$ cat config.mk
export PLATFORM = sky130hd
export DESIGN_NAME = parking_management_system_flat
export DESIGN_NICKNAME = d
export VERILOG_FILES = /design/src/rtl/parking_pkg.sv /design/src/rtl/parking_management_system_if.sv /design/src/rtl/parking_management_system_sensor_edge_detect.sv /design/src/rtl/parking_management_system.sv /design/src/flat_wrapper.sv
export SDC_FILE = /design/constraint.sdc
export NUM_CORES = 1
export LEC_CHECK = 0
export CAP_MARGIN = 0
export CORE_MARGIN = 3
export CORE_UTILIZATION = 25
export DETAILED_ROUTE_END_ITERATION = 7
export GPL_ROUTABILITY_DRIVEN = 0
export GPL_TIMING_DRIVEN = 0
export SLEW_MARGIN = 20
export SYNTH_ARGS = -nofsm -noshare
export SYNTH_HDL_FRONTEND = slang
export SYNTH_SLANG_ARGS = --single-unit
$ cat constraint.sdc
create_clock -name CLK -period 1.9 [get_ports CLK]
set_clock_uncertainty 0.05 [all_clocks]
set_input_delay 0.19 -clock CLK [delete_from_list [all_inputs] [get_ports CLK]]
set_output_delay 0.19 -clock CLK [all_outputs]
set_load 0.005 [all_outputs]
$ cat src/rtl/parking_pkg.sv
// Shared types and constants for the parking occupancy tracker.
package parking_pkg;

    localparam int unsigned CNT_W            = 4;
    localparam int unsigned DEFAULT_CAPACITY = 8;

    typedef logic [CNT_W-1:0] cnt_t;

endpackage : parking_pkg

$ cat src/rtl/parking_management_system_if.sv
// Sensor inputs and occupancy outputs of the parking tracker, grouped as one bundle.
interface parking_management_system_if;
    import parking_pkg::*;

    logic ENTRY_sensor;
    logic EXIT_sensor;
    cnt_t Parking_count;
    cnt_t Available_spots;
    logic FULL;
    logic EMPTY;

    // master: sensor conditioning / bench side; slave: the tracker itself
    modport master (
        output ENTRY_sensor, EXIT_sensor,
        input  Parking_count, Available_spots, FULL, EMPTY
    );

    modport slave (
        input  ENTRY_sensor, EXIT_sensor,
        output Parking_count, Available_spots, FULL, EMPTY
    );

endinterface : parking_management_system_if

$ cat src/rtl/parking_management_system_sensor_edge_detect.sv
// Rising-edge detector: a 1-cycle pulse in the same cycle the level is first seen high.
module sensor_edge_detect (
    input  logic CLK,
    input  logic RESET,
    input  logic level_in,
    output logic pulse_o
);

    logic prev_q;
    logic prev_d;

    always_comb begin
        prev_d = level_in;
    end

    always_ff @(posedge CLK or negedge RESET) begin
        if (!RESET) begin
            prev_q <= 1'b0;
        end else begin
            prev_q <= prev_d;
        end
    end

    // Combinational so the counter reacts on the edge that first samples the level high.
    assign pulse_o = level_in & ~prev_q;

endmodule : sensor_edge_detect

$ cat src/rtl/parking_management_system.sv
// Occupancy tracker: counts entry/exit events with saturation at 0 and CAPACITY.
module parking_management_system
    import parking_pkg::*;
#(
    parameter int unsigned CAPACITY = DEFAULT_CAPACITY
) (
    input  logic                         CLK,
    input  logic                         RESET,
    parking_management_system_if.slave   bus
);

    localparam cnt_t CAP = cnt_t'(CAPACITY);

    logic ent_pulse;
    logic ext_pulse;
    cnt_t count_q;
    cnt_t count_d;

    sensor_edge_detect u_entry_edge (
        .CLK      (CLK),
        .RESET    (RESET),
        .level_in (bus.ENTRY_sensor),
        .pulse_o  (ent_pulse)
    );

    sensor_edge_detect u_exit_edge (
        .CLK      (CLK),
        .RESET    (RESET),
        .level_in (bus.EXIT_sensor),
        .pulse_o  (ext_pulse)
    );

    // Simultaneous in and out cancel, so only a lone event can move the count.
    always_comb begin
        count_d = count_q;
        if (ent_pulse && !ext_pulse && (count_q < CAP)) begin
            count_d = count_q + cnt_t'(1);
        end else if (ext_pulse && !ent_pulse && (count_q != '0)) begin
            count_d = count_q - cnt_t'(1);
        end
    end

    always_ff @(posedge CLK or negedge RESET) begin
        if (!RESET) begin
            count_q <= '0;
        end else begin
            count_q <= count_d;
        end
    end

    // Derived outputs follow the count directly, so they never lag it.
    assign bus.Parking_count   = count_q;
    assign bus.Available_spots = CAP - count_q;
    assign bus.FULL            = (count_q == CAP);
    assign bus.EMPTY           = (count_q == '0);

endmodule : parking_management_system

$ cat src/flat_wrapper.sv
// flat-port wrapper written by rule: the top's interface ports become plain ports
module parking_management_system_flat import parking_pkg::*;
#(
    parameter int unsigned CAPACITY = DEFAULT_CAPACITY
)
  (CLK, RESET, bus_ENTRY_sensor, bus_EXIT_sensor, bus_Parking_count, bus_Available_spots, bus_FULL, bus_EMPTY);
  parking_management_system_if bus_i ();
  input  logic CLK;
  input  logic RESET;
  input wire logic [$bits(bus_i.ENTRY_sensor)-1:0] bus_ENTRY_sensor;
  input wire logic [$bits(bus_i.EXIT_sensor)-1:0] bus_EXIT_sensor;
  output wire logic [$bits(bus_i.Parking_count)-1:0] bus_Parking_count;
  output wire logic [$bits(bus_i.Available_spots)-1:0] bus_Available_spots;
  output wire logic [$bits(bus_i.FULL)-1:0] bus_FULL;
  output wire logic [$bits(bus_i.EMPTY)-1:0] bus_EMPTY;
  assign bus_i.ENTRY_sensor = bus_ENTRY_sensor;
  assign bus_i.EXIT_sensor = bus_EXIT_sensor;
  assign bus_Parking_count = bus_i.Parking_count;
  assign bus_Available_spots = bus_i.Available_spots;
  assign bus_FULL = bus_i.FULL;
  assign bus_EMPTY = bus_i.EMPTY;
  parking_management_system #(.CAPACITY(CAPACITY)) u_core (.CLK(CLK), .RESET(RESET), .bus(bus_i));
endmodule
==> key figures, run 1 <==
Layout
  • Final non-filler cell total: 73
  • Post-route cell area: between 600 and 700 sq um
  • N_diodes: 0
  • Final Net Count: 68
  • Syn-to-layout area delta: 62.80%
  • Fraction of layout cells with a size suffix above 1: 46.55%
  • FILL cells: 144

STA
  • Max_slew headroom: around 77%
  • RSZ-0062 raised after global routing: yes
  • Final Worst Setup Slack: -0.07649 ns
  • Worst Max-Slew Pin Slew: 0.3519 ns
  • Final Hold Fails: 0
  • Final setup viols: 3
  • Hold Slack: around 0.13 ns
  • Part of the cycle the worst path needs: 104.0%
  • Max Clk Rate: 505.9 MHz
  • Max Slew Vio Count: 0
  • Tmin final: 1.976 ns

Worst setup path
  • Crit path DAT: 2.06 ns
  • CP required: 1.98 ns
  • FF-to-FF Start: u_core.u_entry_edge.prev_q$_DFF_PN0_
  • Max FO, Critical Path: 4
  • R2R setup slack: -0.08 ns
  • CP Capture Type: flop
  • Critical path type: reg2reg
  • CP startpoint kind: flop
  • Reg-to-reg critical path endpoint: u_core.bus.Parking_count[2]$_DFFE_PN0P_
  • Worst reg2reg path depth: 6

GRT
  • Largest net degree at the start of global routing: 9
  • Grt ovf: 0
  • Vias in the first global route: 368
  • Initial antenna violation count: 0
  • GRT Util Overall: 11.24%
  • First-pass GRT wire length: between 1.5 and 2 mm

Clock tree
  • CTS Buffer Depth: 2
  • CTS H-Tree Depth: 1
  • CTS tree: done
  • Num CTS Buffers: 3
  • Latest clock arrival within the worst-skew pair: 0.25 ns
  • CTS Hold Bufs: 0
  • CTS clk-pin slew, worst paths: 0.04 ns
  • CTS root buffer: clkbuf_4
  • Sink Count: 6

Run status
  • Violated checks: setup timing
  • Status: complete, but fails checks

Placed design
  • Post-place setup slack: -0.4216 ns
  • Placed cells: 64
  • IO buf count: 13
  • Detail Placement HPWL: 630.1 microns
  • Placed cell areas: 575.6 sq um

Power and ir drop
  • Sequential share of power: 22.1%
  • Power Internal: between 0.7 and 0.8 mW
  • Sw Ratio: around 34%
  • Sw power: 0.3875 mW
  • Static Leak: roughly 0.29 nW
  • Combinational power share: 67.5%
  • Power Density: about 1700 mW/mm^2
  • VDD IR-drop max: 765.8 uV
  • Clock share of power: 10.4%

Floorplanning
  • Number of cell rows: 13
  • Core area: 0.001415 sq mm
  • Die area: between 0.002 and 0.0025 sq mm
  • Num ports: 14
  • Die H: between 40 and 50 microns
  • Die width: 46.52 microns
  • Initial Util: 29.00%

Route
  • Routed WL: about 940 microns
  • Final ANT Viol Nets: 0
  • Via count: 341
  • Vias per Instance: 4.671
  • DR pass1 iterations: 4
  • Wirelength per Cell: 12.89 microns
  • Initial DRC count: 2
  • DRC Markers: 0

Synth
  • Number of distinct library cells after synthesis: 22
  • Syn nets: 44
  • Post-synthesis sequential area ratio: 36.59%
  • Syn_area_per_cell: 11.40 sq um
  • Yosys warns: 0
  • Syn Std Cell Area: 410.4 sq um
  • Synth Register Bits: 6
  • Syn Inst Count: 36

Worst hold path
  • HP Class: in2async

Flow run
  • Max-cap violation count: 0
-- registers in the layout (all words and copies together) (netlist names) --
| signal | cells |
|---|---|
| u_core.bus.Parking_count | 4 |
| u_core.u_exit_edge.prev_q | 1 |
| u_core.u_entry_edge.prev_q | 1 |
-- synthesized netlist by cell type --
library cell,count,share of area [%]
nor2_1,1,0.91
a21bo_2,1,2.4
nand3_1,2,2.4
fa_1,1,4.9
mux2_4,2,7.3
or3_4,1,2.7
xor2_1,2,4.3
o21ai_1,1,1.2
nand2_1,2,1.8
ha_1,3,9.1
nand2b_4,1,3.4
inv_1,2,1.8
xnor2_1,2,4.3
dfrtp_1,6,37
and2b_4,1,2.4
buf_4,1,1.8
nor2b_1,2,3.0
and2_1,1,1.5
or4_1,1,1.8
nor3_1,1,1.2
o21a_4,1,3.7
a21oi_1,1,1.2
-- worst max-delay path, cell delays in order, from the launching register on --
cell      delay (ns)
dfrtp_1         0.36
nand2b_4        0.15
or3_4           0.40
buf_4           0.15
fa_2            0.33
xor2_1          0.15
mux2_4          0.26
-- power by group through the flow --
stage	clock network [mW]	logic, mW	registers (mW)
2_1_floorplan	0	0.334	0.255
3_3_place_gp	0	0.629	0.274
3_5_place_dp	0	0.638	0.271
4_1_cts	0.122	0.752	0.249
5_1_grt	0.132	0.864	0.263
6_report	0.118	0.769	0.252
-- logic make-up (layout without fill, tap and decap cells) --
| logic type | after synthesis | count (layout) | share of synthesized area [%] |
|---|---|---|---|
| AOI/OAI and AO/OA | 4 | 4 | 8.533 |
| adders and majority gates | 4 | 4 | 14.03 |
| and+or+nand+nor | 13 | 13 | 21.34 |
| DFF | 6 | 6 | 36.58 |
| muxes | 2 | 2 | 7.317 |
| buffers and inverters | 3 | 25 | 3.660 |
| xor gates and xnor gates | 4 | 4 | 8.538 |
-- how the worst max path moves through the flow --
stage | start | endpoint | slack, ns | depth (start not counted)
after global placement | bus_ENTRY_sensor | u_core.bus.Parking_count[3]$_DFFE_PN0P_ | -0.39 | 8
after floorplan | u_core.u_entry_edge.prev_q$_DFF_PN0_ | u_core.bus.Parking_count[3]$_DFFE_PN0P_ | -0.002 | 7
after detailed placement | bus_ENTRY_sensor | u_core.bus.Parking_count[3]$_DFFE_PN0P_ | -0.42 | 8
final | u_core.u_entry_edge.prev_q$_DFF_PN0_ | u_core.bus.Parking_count[2]$_DFFE_PN0P_ | -0.08 | 6
after CTS | u_core.u_entry_edge.prev_q$_DFF_PN0_ | u_core.bus.Parking_count[3]$_DFFE_PN0P_ | -0.05 | 7
after global routing | u_core.u_entry_edge.prev_q$_DFF_PN0_ | u_core.bus.Parking_count[3]$_DFFE_PN0P_ | -0.15 | 7
-- layout make-up --
class	count	area, sq um	area share [%]
inverter	2	7.507	1.124
clock buffer	3	22.52	3.371
timing repair buffer	19	171.4	25.66
tap	15	18.77	2.809
sequential	6	152.6	22.85
multi-input combinational	27	287.8	43.07
buffer	1	7.507	1.124
-- per-layer routing --
metal	global-route usage [%]	part of all wire, %
met5	0	0
met4	6.818	1.1
met3	3.906	5.1
met2	17.86	52
met1	12.74	41
-- metrics by stage --
stage / setup TNS, ns / total power [mW] / utilization (%)
3_5_place_dp: -0.9748 / 0.9093 / 40.67
6_report: -0.1317 / 1.140 / 47.21
4_1_cts: -0.09515 / 1.124 / 45.53
3_3_place_gp: -0.8996 / 0.9032 / 40.67
2_1_floorplan: -0.001625 / 0.5898 / -
5_1_grt: -0.4097 / 1.259 / 47.21
-- what timing repair did --
action                                  CTS  global route
endpoints found under the setup margin    6             3
setup buffers                             5             1
pin swaps                                 3             0
resized for setup                         8             4
-- cells in the final DEF (no fill, tap or decap), drive strengths merged --
| master | n |
|---|---|
| a21bo | 1 |
| xnor2 | 2 |
| and2b | 1 |
| nand2 | 2 |
| nor3 | 1 |
| and2 | 1 |
| dfrtp | 6 |
| nand2b | 1 |
| buf | 7 |
| fa | 1 |
| nor2b | 2 |
| ha | 3 |
| clkdlybuf4s50 | 10 |
| a21oi | 1 |
| inv | 2 |
| mux2 | 2 |
| o21a | 1 |
| or3 | 1 |
| clkbuf | 3 |
| xor2 | 2 |
| dlygate4sd2 | 3 |
| o21ai | 1 |
| or4 | 1 |
| nor2 | 1 |
| nand3 | 2 |
Note: power is estimated with default switching activity, not from simulation.
==> inputs of run 2 (changes only) <==
--- a/config.mk
+++ b/config.mk
@@ -11,7 +11,7 @@
 export DETAILED_ROUTE_END_ITERATION = 7
 export GPL_ROUTABILITY_DRIVEN = 0
 export GPL_TIMING_DRIVEN = 0
-export SLEW_MARGIN = 20
+export SKIP_LAST_GASP = 1
 export SYNTH_ARGS = -nofsm -noshare
 export SYNTH_HDL_FRONTEND = slang
 export SYNTH_SLANG_ARGS = --single-unit
==> run 2 against run 1 <==
Compared with the run above:
- the run still ends with setup timing left
- via count down 2.1%
- clock-buffer cell count unchanged
- flip-flop and latch count unchanged
- utilization down 0.62 points
- final cell count unchanged
- maximum frequency up 0.13%
- clock power about the same
- sequential share of layout area up 0.30 points
- hold slack better by 0.00076 ns
- register-to-register slack about the same
==> key figures, run 2 (same netlist as run 1, synthesis figures left out) <==
Layout
  • FILL cells: 144 (unchanged)
  • Commonest non-fill, non-tap cell in the layout: clkdlybuf4s50_1
  • Final Net Count: 68 (unchanged)
  • Final non-filler cell total: 73 (unchanged)
  • Syn-to-layout area delta: 60.67%
  • Fraction of layout cells with a size suffix above 1: 43.10% (-3.4 points)
  • Largest register FFs: 4 (unchanged)
  • Most frequent cells in the layout: clkdlybuf4s50_1, buf_4, dfrtp_1
  • N_diodes: 0 (unchanged)

Floorplanning
  • Number of cell rows: 13 (unchanged)
  • Core area: 0.001415 sq mm (unchanged)
  • Initial Util: 29.00% (unchanged)
  • Die width: 46.52 microns (unchanged)
  • Die area: 0.002164 sq mm (unchanged)
  • Die H: 46.52 microns (unchanged)
  • Num ports: 14 (unchanged)

GRT
  • Largest net degree at the start of global routing: 9 (unchanged)
  • Vias in the first global route: 368 (unchanged)
  • Grt ovf: 0 (unchanged)
  • First-pass GRT wire length: 1.628 mm (unchanged)
  • GRT Util Overall: 11.24% (unchanged)
  • Initial antenna violation count: 0 (unchanged)

Power and ir drop
  • Power Density: 1708 mW/mm^2 (+0.13%)
  • Static Leak: 0.2871 nW (-0.92%)
  • VDD IR-drop max: 765.1 uV (about the same)

Worst setup path
  • Reg-to-reg critical path endpoint: u_core.bus.Parking_count[2]$_DFFE_PN0P_
  • Crit-path cells: nand2b_4 > or3_4 > buf_4 > fa_2 > xor2_1 > mux2_4
  • FF-to-FF Start: u_core.u_entry_edge.prev_q$_DFF_PN0_
  • Slowest cell delay on critical path: 0.40 ns (about the same)
  • CP Capture Type: flop
  • Critical path type: reg2reg
  • Max FO, Critical Path: 4 (unchanged)
  • CP required: 1.98 ns (about the same)
  • R2R setup slack: -0.07 ns (about the same)
  • Crit-path slowest cell: or3_4
  • Crit path DAT: 2.05 ns (about the same)
  • Worst reg2reg path depth: 6 (unchanged)
  • CP startpoint kind: flop

STA
  • Final Worst Setup Slack: -0.07389 ns (+0.002603 ns)
  • Max Slew Vio Count: 0 (unchanged)
  • Tmin final: 1.974 ns (-0.002603 ns)
  • RSZ-0062 raised after global routing: yes
  • Worst Max-Slew Pin Slew: 0.3522 ns (+0.0002999 ns)
  • Hold Slack: 0.1299 ns (+0.0007650 ns)
  • Max_slew headroom: 76.52% (about the same)
  • Final setup viols: 3 (unchanged)
  • Part of the cycle the worst path needs: 103.9% (-0.14 points)
  • Max Clk Rate: 506.6 MHz (+0.13%)
  • Final Hold Fails: 0 (unchanged)

Route
  • Routed WL: 935 microns (-0.64%)
  • Vias per Instance: 4.575 (-2.1%)
  • Via count: 334 (-2.1%)
  • Wirelength per Cell: 12.81 microns (-0.64%)
  • Final ANT Viol Nets: 0 (unchanged)
  • Initial DRC count: 0 (-2)
  • DRC Markers: 0 (unchanged)
  • DR pass1 iterations: 1 (-3)

Placed design
  • Detail Placement HPWL: 630.1 microns (unchanged)
  • IO buf count: 13 (unchanged)
  • Post-place setup slack: -0.4216 ns (unchanged)
  • Placed cells: 64 (unchanged)

Clock tree
  • Num CTS Buffers: 3 (unchanged)
  • CTS root buffer: clkbuf_4
  • CTS tree: done
  • CTS H-Tree Depth: 1 (unchanged)
  • CTS Buffer Depth: 2 (unchanged)
  • CTS clk-pin slew, worst paths: 0.04 ns (about the same)
  • Sink Count: 6 (unchanged)
  • Latest clock arrival within the worst-skew pair: 0.25 ns (about the same)

Run status
  • Status: complete, but fails checks
  • Violated checks: setup timing

Flow run
  • Max-cap violation count: 0 (unchanged)

Worst hold path
  • HP Class: in2async
[run 2: cell counts in the layout (fill, tap and decap cells not counted)]
Identical to the previous run, type by type.
[run 2: critical path, delay by kind of cell, from the launching register on]
kind	cells	cell delay, ns
and+or+nand+nor	2	0.55
DFF	1	0.36
adders and majority gates	1	0.33
muxes	1	0.26
buffers and inverters	1	0.15
xor gates and xnor gates	1	0.15
[run 2: layout make-up]
cell class	count	area [sq um]	share of cell area [%]
Buffer	1	7.507	1.139
Inverter	2	7.507	1.139
Tap cell	15	18.77	2.846
Timing Repair Buffer	19	171.4	26.00
Sequential cell	6	152.6	23.15
Clock buffer	3	22.52	3.416
Multi-Input combinational cell	27	279.0	42.32
[run 2: timing repair]
action / 4_1_cts / 5_1_grt
hold buffers: 0 / 0
endpoints found under the setup margin: 6 / 3
setup buffers: 5 / 1
resized for setup: 8 / 2
pin swaps: 3 / 0
[run 2: how the worst max path moves through the flow]
stage	startpoint	endpoint	slack [ns]	cells past startpoint
after floorplan	u_core.u_entry_edge.prev_q$_DFF_PN0_	u_core.bus.Parking_count[3]$_DFFE_PN0P_	-0.002	7
after global placement	bus_ENTRY_sensor	u_core.bus.Parking_count[3]$_DFFE_PN0P_	-0.39	8
after detailed placement	bus_ENTRY_sensor	u_core.bus.Parking_count[3]$_DFFE_PN0P_	-0.42	8
after CTS	u_core.u_entry_edge.prev_q$_DFF_PN0_	u_core.bus.Parking_count[3]$_DFFE_PN0P_	-0.05	7
after global routing	u_core.u_entry_edge.prev_q$_DFF_PN0_	u_core.bus.Parking_count[3]$_DFFE_PN0P_	-0.17	7
final	u_core.u_entry_edge.prev_q$_DFF_PN0_	u_core.bus.Parking_count[2]$_DFFE_PN0P_	-0.07	6
[run 2: layer usage]
layer | global-route usage [%] | part of all wire (%) | up-vias | wire (microns)
li1 | - | - | 166 | -
met1 | 12.74 | 42 | 155 | 394
met2 | 17.86 | 52 | 11 | 482
met3 | 3.906 | 5.0 | 2 | 47
met4 | 6.818 | 1.1 | 0 | 10
met5 | 0 | 0 | - | 0
[run 2: report_power, final]
| part | internal (mW) | switching (mW) |
|---|---|---|
| Combinational | 0.498 | 0.258 |
| Sequential | 0.178 | 0.0732 |
| Clock | 0.0715 | 0.0465 |
| Total | 0.748 | 0.378 |
[run 2: metrics by stage]
| step | setup TNS (ns) | utilization [%] | instance area, sq um | power, mW |
|---|---|---|---|---|
| after global routing | -0.4356 | 46.60 | 659.4 | 1.246 |
| final | -0.1323 | 46.60 | 659.4 | 1.126 |
| after CTS | -0.09515 | 45.53 | 644.4 | 1.124 |
| after global placement | -0.8996 | 40.67 | 575.6 | 0.9032 |
| after detailed placement | -0.9748 | 40.67 | 575.6 | 0.9093 |
| after floorplan | -0.001625 | - | 426.7 | 0.5898 |
==> inputs of run 3 (changes only) <==
--- a/config.mk
+++ b/config.mk
@@ -6,9 +6,9 @@
 export NUM_CORES = 1
 export LEC_CHECK = 0
 export CAP_MARGIN = 0
-export CORE_MARGIN = 3
-export CORE_UTILIZATION = 25
+export CORE_AREA = 3 3 40 42
 export DETAILED_ROUTE_END_ITERATION = 7
+export DIE_AREA = 0 0 43 45
 export GPL_ROUTABILITY_DRIVEN = 0
 export GPL_TIMING_DRIVEN = 0
 export SKIP_LAST_GASP = 1
==> run 3 against run 2 <==
Compared with the run above:
- the flow now finishes without violations
- via count decreased by 2.4%
- final cell count grew 1.4%
- wire length decreased by 8.1%
- clock-buffer cell count unchanged
- maximum frequency up 5.0%
- sequential power is 5% lower
- worst setup slack better by 0.094 ns
- design area increased by 4.6%
- global-route usage shrank 1.7 points
- register-to-register slack improved by 0.09 ns
- flip-flop and latch count unchanged
- utilization rose by 7.1 points
- critical path type unchanged
==> key figures, run 3 (same netlist as run 1, synthesis figures left out) <==
Route
  • Vias per Instance: 4.405 (-3.7%)
  • DRC Markers: 0 (unchanged)
  • Wirelength per Cell: 11.61 microns (-9.4%)
  • Final ANT Viol Nets: 0 (unchanged)
  • Routed WL: 859 microns (-8.1%)
  • Initial DRC count: 0 (unchanged)
  • Via count: 326 (-2.4%)
  • DR pass1 iterations: 1 (unchanged)

Placed design
  • Detail Placement HPWL: 582 microns (-7.6%)
  • IO buf count: 13 (unchanged)
  • Placed cells: 64 (unchanged)
  • Placed cell areas: 575.6 sq um (unchanged)

Clock tree
  • Num CTS Buffers: 3 (unchanged)
  • CTS tree: done
  • Latest clock arrival within the worst-skew pair: 0.23 ns (-0.02 ns)
  • CTS Buffer Depth: 2 (unchanged)
  • CTS clk-pin slew, worst paths: 0.04 ns (about the same)
  • CTS H-Tree Depth: 1 (unchanged)
  • Sink Count: 6 (unchanged)
  • CTS root buffer: clkbuf_4

GRT
  • Initial antenna violation count: 0 (unchanged)
  • GRT Util Overall: 9.572% (-1.7 points)
  • First-pass GRT wire length: 1.400 mm (-14%)
  • Grt ovf: 0 (unchanged)
  • Vias in the first global route: 316 (-14%)
  • Largest net degree at the start of global routing: 9 (unchanged)

Layout
  • Fraction of layout cells with a size suffix above 1: 49.15% (+6.0 points)
  • Post-route cell area: 689.4 sq um (+4.6%)
  • Final Net Count: 69 (+1.5%)
  • Syn-to-layout area delta: 67.99%
  • Final non-filler cell total: 74 (+1.4%)
  • Largest register FFs: 4 (unchanged)
  • Most frequent cells in the layout: clkdlybuf4s50_1, buf_4, dfrtp_2
  • Commonest non-fill, non-tap cell in the layout: clkdlybuf4s50_1
  • N_diodes: 0 (unchanged)

STA
  • Max Slew Vio Count: 0 (unchanged)
  • Max Clk Rate: 532.1 MHz (+5.0%)
  • RSZ-0062 raised after global routing: yes
  • Max_slew headroom: 81.10% (+4.6 points)
  • Tmin final: 1.879 ns (-0.09446 ns)
  • Worst Max-Slew Pin Slew: 0.2827 ns (-0.06947 ns)
  • Post-Route Setup TNS: 0 ns (+0.1323 ns)
  • Final setup viols: 0 (-3)
  • Final Hold Fails: 0 (unchanged)
  • Part of the cycle the worst path needs: 98.92% (-5.0 points)

Worst setup path
  • CP required: 2.01 ns (+0.03 ns)
  • Crit path DAT: 1.99 ns (-0.06 ns)
  • Critical path type: reg2reg
  • CP Capture Type: flop
  • Max FO, Critical Path: 4 (unchanged)
  • CP startpoint kind: flop

Floorplanning
  • Core area: 0.001285 sq mm (-9.2%)
  • Die width: 43 microns (-7.6%)
  • Initial Util: 31.94% (+2.9 points)
  • Num ports: 14 (unchanged)
  • Die area: 0.001935 sq mm (-11%)
  • Die H: 45 microns (-3.3%)
  • Number of cell rows: 13 (unchanged)

Run status
  • Status: complete, no violations

Power and ir drop
  • VDD IR-drop max: 690.9 uV (-9.7%)
  • Power Density: 1674 mW/mm^2 (-2.0%)
  • Static Leak: 0.3104 nW (+8.1%)

Worst hold path
  • HP Class: in2async

Flow run
  • Max-cap violation count: 0 (unchanged)
-- run 3: cell types whose count changed in the layout (fill, tap and decap cells not counted) --
cell | before | now
dfrtp_1 | 4 | 2
dlymetal6s2s_1 | 0 | 1
nor2b_1 | 1 | 0
ha_1 | 1 | 0
buf_4 | 7 | 8
ha_4 | 1 | 2
dfrtp_2 | 2 | 4
fa_1 | 0 | 1
nor2b_4 | 1 | 2
fa_2 | 1 | 0
clkdlybuf4s50_1 | 10 | 9
-- run 3: critical path, cell delays in order, from the launching register on --
cell      delay (ns)
dfrtp_1         0.35
nand2b_4        0.14
or3_4           0.38
ha_4            0.24
a21oi_2         0.10
nand2_1         0.07
or4_1           0.39
nand3_1         0.09
-- run 3: timing repair --
item	in CTS	in global routing
setup endpoints to repair	5	4
endpoints found under the hold margin	0	0
pin swaps	4	1
resized for setup	12	3
hold buffers	0	0
buffers inserted	6	1
-- run 3: path summary, 6_finish.rpt --
path                                                          from                                 endpoint  slack [ns]  cells past startpoint
hold reg to reg            u_core.bus.Parking_count[0]$_DFFE_PN0P_  u_core.bus.Parking_count[0]$_DFFE_PN0P_        0.58                      2
setup / recovery              u_core.u_entry_edge.prev_q$_DFF_PN0_  u_core.bus.Parking_count[3]$_DFFE_PN0P_        0.02                      7
hold / removal                                               RESET      u_core.u_exit_edge.prev_q$_DFF_PN0_        0.15                      1
setup reg to reg              u_core.u_entry_edge.prev_q$_DFF_PN0_  u_core.bus.Parking_count[3]$_DFFE_PN0P_        0.02                      7
min in group CLK                                   bus_EXIT_sensor      u_core.u_exit_edge.prev_q$_DFF_PN0_        0.16                      1
max in group asynchronous                                    RESET  u_core.bus.Parking_count[2]$_DFFE_PN0P_        1.41                      1
-- run 3: metal layers --
metal / part of all wire, % / routed length, microns / track usage [%] / up-vias
met4: 0 / 0 / 1.807 / 0
met1: 45 / 390 / 12.35 / 152
met5: 0 / 0 / 0 / -
met2: 51 / 435 / 17.07 / 6
met3: 3.8 / 33 / 1.594 / 0
li1: - / - / - / 168
-- run 3: final cells by class --
class / count / area [sq um]
Buffer: 1 / 7.507
Clock buffer: 3 / 22.52
Fill cell: 128 / 595.6
Inverter: 2 / 7.507
Multi-Input combinational cell: 27 / 296.5
Sequential cell: 6 / 155.1
Tap cell: 15 / 18.77
Timing Repair Buffer: 20 / 181.4
-- run 3: power by group --
group	leakage [nW]	total, mW	internal [mW]	switching [mW]
Combinational	0.232	0.803	0.521	0.282
Clock	0.0138	0.110	0.0710	0.0393
Sequential	0.0646	0.240	0.183	0.0577
-- run 3: metrics by stage --
step / util (%) / hold WS, ns / power (mW) / worst slack [ns]
floorplan: - / -0.1556 / 0.5898 / -0.001625
global placement: 44.79 / 0.3966 / 0.9005 / -0.3857
detailed placement: 44.79 / 0.3957 / 0.9069 / -0.3982
CTS: 52.39 / 0.1440 / 1.141 / -0.02375
global route: 53.65 / 0.1625 / 1.244 / -0.03829
finish: 53.65 / 0.1503 / 1.154 / 0.02057
